$ cat config.mk
export PLATFORM = sky130hd
export DESIGN_NAME = sim_uart_monitor
export DESIGN_NICKNAME = d
export VERILOG_FILES = /design/src/rtl/sim_uart_pkg.sv /design/src/rtl/sim_uart_fifo.sv /design/src/rtl/sim_uart_monitor.sv
export SDC_FILE = /design/constraint.sdc
export NUM_CORES = 1
export LEC_CHECK = 0
export ABC_AREA = 1
export BUFFER_PORTS_ARGS = -buffer_cell sky130_fd_sc_hd__buf_2
export CORE_ASPECT_RATIO = 1.4
export CORE_MARGIN = 3
export CORE_UTILIZATION = 30
export DETAILED_ROUTE_END_ITERATION = 7
export GPL_ROUTABILITY_DRIVEN = 0
export HOLD_SLACK_MARGIN = 0.12
export REMOVE_ABC_BUFFERS = 1
export SLEW_MARGIN = 20
export SYNTH_ARGS = -nofsm -noshare
export SYNTH_HDL_FRONTEND = slang
export SYNTH_HIERARCHICAL = 1
export SYNTH_SLANG_ARGS = --single-unit
$ cat constraint.sdc
create_clock -name clock -period 5.2 [get_ports clock]
set_input_delay 0.26 -clock clock [delete_from_list [all_inputs] [get_ports clock]]
set_output_delay 0.26 -clock clock [all_outputs]
set_load 0.005 [all_outputs]
$ cat src/rtl/sim_uart_pkg.sv
// Shared types and constants for the simulation UART monitor.
//   uart_ch_t             : one UART character
//   PASS_STR / FAIL_STR   : trap strings scanned for in the raw stream
//   IDX_W / idx_t         : matcher index width and type
//   match_next()          : one step of a prefix matcher for a string whose
//                           only 'H' is at position 0
package sim_uart_pkg;

    typedef logic [7:0] uart_ch_t;

    localparam int unsigned PASS_LEN = 13;
    localparam int unsigned FAIL_LEN = 12;
    localparam int unsigned IDX_W    = 4;

    typedef logic [IDX_W-1:0] idx_t;

    localparam uart_ch_t PASS_STR [PASS_LEN] =
        '{"H", "I", "T", " ", "G", "O", "O", "D", " ", "T", "R", "A", "P"};
    localparam uart_ch_t FAIL_STR [FAIL_LEN] =
        '{"H", "I", "T", " ", "B", "A", "D", " ", "T", "R", "A", "P"};

    localparam idx_t PASS_LAST = idx_t'(PASS_LEN - 1);
    localparam idx_t FAIL_LAST = idx_t'(FAIL_LEN - 1);

    // A mismatch can only restart on 'H' because 'H' appears nowhere else in
    // either string, so no deeper fallback is ever needed.
    function automatic idx_t match_next(input idx_t idx, input uart_ch_t ch,
                                        input uart_ch_t want, input idx_t last);
        if (ch == want) begin
            return (idx == last) ? '0 : idx + idx_t'(1);
        end
        return (ch == "H") ? idx_t'(1) : '0;
    endfunction

endpackage

$ cat src/rtl/sim_uart_fifo.sv
// Synchronous character FIFO with wrap-bit pointers.
//   clk_i, rst_i    : clock, synchronous active-high reset
//   push_i, data_i  : write request; taken when not full or when popping
//   pop_i           : consume head (ignored when empty)
//   data_o          : head character, 0 while empty
//   full_o, empty_o : occupancy status
module sim_uart_fifo #(
    parameter int unsigned Depth = 64,
    parameter int unsigned Width = 8
) (
    input  logic             clk_i,
    input  logic             rst_i,
    input  logic             push_i,
    input  logic [Width-1:0] data_i,
    input  logic             pop_i,
    output logic [Width-1:0] data_o,
    output logic             full_o,
    output logic             empty_o
);
    localparam int unsigned AW = $clog2(Depth);

    logic [Width-1:0] mem_q [Depth];
    logic [AW:0]      wptr_q, wptr_d;
    logic [AW:0]      rptr_q, rptr_d;
    logic             do_pop, do_push;

    always_comb begin
        empty_o = (wptr_q == rptr_q);
        full_o  = (wptr_q[AW] != rptr_q[AW]) && (wptr_q[AW-1:0] == rptr_q[AW-1:0]);
        do_pop  = pop_i && !empty_o;
        // A pop frees the slot the write lands in, so full+pop still accepts.
        do_push = push_i && (!full_o || do_pop);
        wptr_d  = do_push ? wptr_q + (AW+1)'(1) : wptr_q;
        rptr_d  = do_pop  ? rptr_q + (AW+1)'(1) : rptr_q;
        data_o  = empty_o ? '0 : mem_q[rptr_q[AW-1:0]];
    end

    always_ff @(posedge clk_i) begin
        if (rst_i) begin
            wptr_q <= '0;
            rptr_q <= '0;
        end else begin
            wptr_q <= wptr_d;
            rptr_q <= rptr_d;
        end
    end

    // Storage needs no reset: it is only visible through a valid head.
    always_ff @(posedge clk_i) begin
        if (do_push) begin
            mem_q[wptr_q[AW-1:0]] <= data_i;
        end
    end

endmodule

$ cat src/rtl/sim_uart_monitor.sv
// Simulation-side UART consumer: buffers the DUT character stream for the
// printer, scans it for the pass/fail trap strings and runs an idle watchdog.
//   clock, reset         : clock, synchronous active-high reset
//   in_valid, in_ch      : DUT character strobe and character (no backpressure)
//   out_valid, out_ch    : FIFO head towards the printer
//   out_ready            : printer consumes the head this cycle
//   done, pass, timeout  : sticky verdict flags
//   overflow, drop_cnt   : sticky drop flag and saturating drop count
module sim_uart_monitor
    import sim_uart_pkg::*;
#(
    parameter int unsigned FIFO_DEPTH     = 64,
    parameter logic [31:0] TIMEOUT_CYCLES = 32'd1000000
) (
    input  logic        clock,
    input  logic        reset,
    input  logic        in_valid,
    input  logic [7:0]  in_ch,
    output logic        out_valid,
    output logic [7:0]  out_ch,
    input  logic        out_ready,
    output logic        done,
    output logic        pass,
    output logic        timeout,
    output logic        overflow,
    output logic [15:0] drop_cnt
);
    logic        acc, pop, fifo_full, fifo_empty, drop;
    logic        pass_hit, fail_hit, wd_expire;
    idx_t        pass_idx_q, pass_idx_d, fail_idx_q, fail_idx_d;
    logic [31:0] wd_q, wd_d;
    logic        done_q, done_d, pass_q, pass_d, timeout_q, timeout_d;
    logic        overflow_q, overflow_d;
    logic [15:0] drop_cnt_q, drop_cnt_d;

    sim_uart_fifo #(
        .Depth (FIFO_DEPTH),
        .Width (8)
    ) u_fifo (
        .clk_i   (clock),
        .rst_i   (reset),
        .push_i  (acc),
        .data_i  (in_ch),
        .pop_i   (pop),
        .data_o  (out_ch),
        .full_o  (fifo_full),
        .empty_o (fifo_empty)
    );

    always_comb begin
        acc       = in_valid && !reset;
        out_valid = !fifo_empty;
        pop       = out_valid && out_ready;
        drop      = acc && fifo_full && !pop;

        overflow_d = overflow_q || drop;
        drop_cnt_d = (drop && drop_cnt_q != 16'hFFFF) ? drop_cnt_q + 16'd1 : drop_cnt_q;

        // Matcher sees every accepted character, dropped or not, until a verdict.
        pass_hit   = acc && !done_q && (in_ch == PASS_STR[pass_idx_q]) && (pass_idx_q == PASS_LAST);
        fail_hit   = acc && !done_q && (in_ch == FAIL_STR[fail_idx_q]) && (fail_idx_q == FAIL_LAST);
        pass_idx_d = pass_idx_q;
        fail_idx_d = fail_idx_q;
        if (acc && !done_q) begin
            pass_idx_d = match_next(pass_idx_q, in_ch, PASS_STR[pass_idx_q], PASS_LAST);
            fail_idx_d = match_next(fail_idx_q, in_ch, FAIL_STR[fail_idx_q], FAIL_LAST);
        end

        // An accepted character always clears the count, so it also blocks expiry.
        wd_expire = (TIMEOUT_CYCLES != 32'd0) && !done_q && !acc
                    && (wd_q == TIMEOUT_CYCLES - 32'd1);
        if (acc) begin
            wd_d = '0;
        end else if (!done_q) begin
            wd_d = wd_q + 32'd1;
        end else begin
            wd_d = wd_q;
        end

        done_d    = done_q;
        pass_d    = pass_q;
        timeout_d = timeout_q;
        if (pass_hit) begin
            done_d = 1'b1;
            pass_d = 1'b1;
        end else if (fail_hit) begin
            done_d = 1'b1;
            pass_d = 1'b0;
        end else if (wd_expire) begin
            done_d    = 1'b1;
            pass_d    = 1'b0;
            timeout_d = 1'b1;
        end
    end

    always_ff @(posedge clock) begin
        if (reset) begin
            pass_idx_q <= '0;
            fail_idx_q <= '0;
            wd_q       <= '0;
            done_q     <= 1'b0;
            pass_q     <= 1'b0;
            timeout_q  <= 1'b0;
            overflow_q <= 1'b0;
            drop_cnt_q <= '0;
        end else begin
            pass_idx_q <= pass_idx_d;
            fail_idx_q <= fail_idx_d;
            wd_q       <= wd_d;
            done_q     <= done_d;
            pass_q     <= pass_d;
            timeout_q  <= timeout_d;
            overflow_q <= overflow_d;
            drop_cnt_q <= drop_cnt_d;
        end
    end

    assign done     = done_q;
    assign pass     = pass_q;
    assign timeout  = timeout_q;
    assign overflow = overflow_q;
    assign drop_cnt = drop_cnt_q;

endmodule

==> impl_results.md <==
- Outcome: finished clean
- CP max FO: 128
- Largest cells by area after synthesis: edfxtp_1, nand2_1, nand3_1, dfxtp_1, nor2_1
- Die height: 352 um
- HPWL Detailed: 43.9 mm
- Synth Instances: 2500
- Synthesis warning total: 6
- Nets: 2537
- Levels on crit path: 11
- Clk pwr share: 42.7%
- Largest net degree at the start of global routing: 129
- Multi-input combinational cell area: 0.00773 sq mm
- Yosys reg bits: 592
- Most area-hungry cell type in the Yosys netlist: edfxtp_1
- Final min period: 3.98 ns
- Die width: 253 um
- P_int: 7.95 mW
- Clock network latency to the later pin of the worst-skew pair: 0.64 ns
- Wirelength, routed: 69.6 mm
- Most used DFF post-synth: edfxtp_1
- Drt pass-1 iters: 6
- Number of flops mapped to enable cells by yosys: 512
- Initial antenna violation count: 0
- Drt wl/cell: 19.1 um
- Register area: 0.0170 sq mm
- Clock skew: 0.0260 ns
- Post-route cell area: 0.0290 sq mm
- Hold crit path type: input pin to flop
- Worst hold stages: 3
- PortBufs: 40
- Cell repeated most along the worst path: nand3_1
- RSZ-0062 raised after global routing: false
- Share of the synthesized area in the top cell type: 59.8%
- Initial Util: 30.4%
- Core footprint: 0.0847 sq mm
- Number of antenna diodes: 0
- Fin crit share: 76.5%
- Reg2Reg Depth: 14
- Slowest stage cell, crit path: inv_8
- Switching part of the total power: 23.6%
- CTS H-tree depth: 2
- Number of sinks on the clock net: 592
- CTS max path bufs: 3
- Overflow after GRT: 0
- CP required: 4.94 ns
- Synth cell count leaders: nand2_1, edfxtp_1, nand3_1
- Final setup vio count: 0
- Async SR Flop Fraction: 0%
- Count leader, synth: nand2_1
- Unique cell type count in the Yosys netlist: 49
- Io pins: 41
- Final Slew Violations: 0
- Max cap viols: 0
- Comb pwr share: 7.4%
- Crit-path max cell delay: 0.61 ns
- Final Hold Viols: 0
- Register area share after synthesis: 66.1%
- Crit path launch type: flop
- Worst Max-Slew Pin Slew: 1.04 ns
- Power per cell area: 360 mW/mm^2
- Area of the mapped netlist: 0.0257 sq mm
- Fillers: 8460
- Clk root buf: clkbuf_16
- Area Growth Syn to Fin: 12.7%
- Clock slew at reported path FFs: 0.07 ns
- Crit path arrival time: 3.72 ns
- Post-DRT Antenna Nets: 0
- Full die area: 0.0893 sq mm
- Worst path cell trace: inv_8, buf_4, nand2_1, nand3_1, nand3_1, nand2_1, nand2_1, nand3_1, nand3_1, a21oi_1, buf_2
- Sequential share of power: 49.9%
- Static leakage: 10.3 nW
- Syn avg cell area: 10.3 sq um
- Layout cell share with drive strength beyond 1: 8.37%
- DR iter-0 viols: 1328
- Setup tns final: 0 ns
- Crit end category: primary output
- Net Switching: 2.46 mW
- Vias in the first global route: 17500
- CTS tree: built
- Max transition margin: 30.5%
- Setup Fix Bufs, Post-CTS: 0
- Vias/cell: 4.89
- DP Area: 0.0269 sq mm
- Crit Path Class: flop to primary output
- GRT Total Usage: 15.4%
- First-pass GRT wire length: 105 mm
- Achievable clock frequency: 251 MHz
- WP buf/inv: 3
- VDD IR max: 0.210 mV
- Vias after detailed routing: 17800
- Cell Rows: 126
- DR DRC count: 0
- TritonCTS buffer count: 59
- CP top delay family: buffers and inverters
cell families (layout without fill, tap and decap cells):
group	Yosys count	in the layout	synth area share [%]
buffers and inverters	230	287	3.87
xor gates and xnor gates	25	25	0.852
adders and majority gates	17	17	0.828
AOI/OAI and AO/OA	113	113	2.35
and+or+nand+nor	1523	1523	26.1
DFF	592	592	66.1
layer usage:
layer	GRT usage [%]	vias up	part of all wire, %
li1	-	8627	-
met1	17.4	8482	38
met2	28.3	538	52
met3	1.95	163	4.8
met4	7.33	0	4.9
met5	0	-	0
final timing paths:
kind	slack, ns	to	from
hold reg to reg	0.45	timeout$_SDFFE_PP0P_	timeout$_SDFFE_PP0P_
setup / recovery	1.22	out_ch[3]	flop
setup reg to reg	1.59	u_fifo/mem_q[3][4]$_DFFE_PP_	u_fifo/wptr_q[0]$_SDFFE_PP0P_
hold / removal	0.16	drop_cnt[12]$_SDFFE_PP0P_	reset
worst min-delay path: stages:
cell and delay [ns]:
buf_2 0.09, buf_4 0.24, nor2_1 0.14
registers in the layout, summed over array words and instances, names as in the netlist, named ones only:
signal / cells
pass: 1
pass_idx_q: 4
done: 1
overflow: 1
u_fifo/rptr_q: 7
u_fifo/mem_q: 512
wd_q: 32
u_fifo/wptr_q: 7
fail_idx_q: 4
drop_cnt: 16
timeout: 1
cell type report:
cell class	count	area share, %
timing repair buffer	71	1.53
clock buffer	70	5.24
multi-input combinational	1678	26.7
inverter	106	1.43
tap	1088	4.70
sequential	592	58.6
clock inverter	40	1.78
power by group through the flow:
| stage | registers (mW) | clock network (mW) | logic [mW] |
|---|---|---|---|
| 2_1_floorplan | 5.33 | 0 | 0.447 |
| 3_3_place_gp | 5.30 | 0 | 0.760 |
| 3_5_place_dp | 5.30 | 0 | 0.763 |
| 4_1_cts | 5.20 | 4.56 | 0.768 |
| 5_1_grt | 5.20 | 4.75 | 0.847 |
| 6_report | 5.20 | 4.45 | 0.770 |
repair_timing:
action                     4_1_cts  5_1_grt
gates resized for setup          0        0
hold buffers                     4        0
hold endpoints to repair        23        0
setup endpoints to repair        0        0
metrics by stage:
step,util [%],cells,setup WS (ns),hold slack [ns],power [mW]
after floorplan,-,2376,-6.51,0.329,5.77
after CTS,34.2,3645,1.23,0.124,10.5
after global placement,31.8,3531,1.77,0.438,6.06
final,34.2,3645,1.22,0.157,10.4
after global routing,34.2,3645,1.03,0.152,10.8
after detailed placement,31.8,3531,1.64,0.441,6.06
placed cells by master, fill, tap and decap left out, types with 3 or more instances in the layout:
| cell | count |
|---|---|
| clkinv_1 | 15 |
| nand2_2 | 7 |
| a21oi_1 | 62 |
| o21ai_1 | 3 |
| nand2_4 | 8 |
| clkbuf_16 | 59 |
| buf_2 | 40 |
| clkinv_2 | 5 |
| nor3_1 | 19 |
| nand3_2 | 3 |
| dlygate4sd3_1 | 4 |
| nor3b_1 | 4 |
| xnor2_1 | 11 |
| nand2_1 | 805 |
| nor2_2 | 17 |
| buf_4 | 27 |
| clkbuf_1 | 11 |
| xor2_1 | 14 |
| inv_2 | 8 |
| edfxtp_1 | 512 |
| clkinv_4 | 3 |
| o21ai_0 | 35 |
| o211ai_1 | 4 |
| inv_6 | 4 |
| nand3_1 | 493 |
| inv_1 | 93 |
| bufinv_16 | 10 |
| dfxtp_1 | 77 |
| ha_1 | 17 |
| nor2_1 | 126 |
| nand4_1 | 26 |
Note: power is estimated with default switching activity, not from simulation.
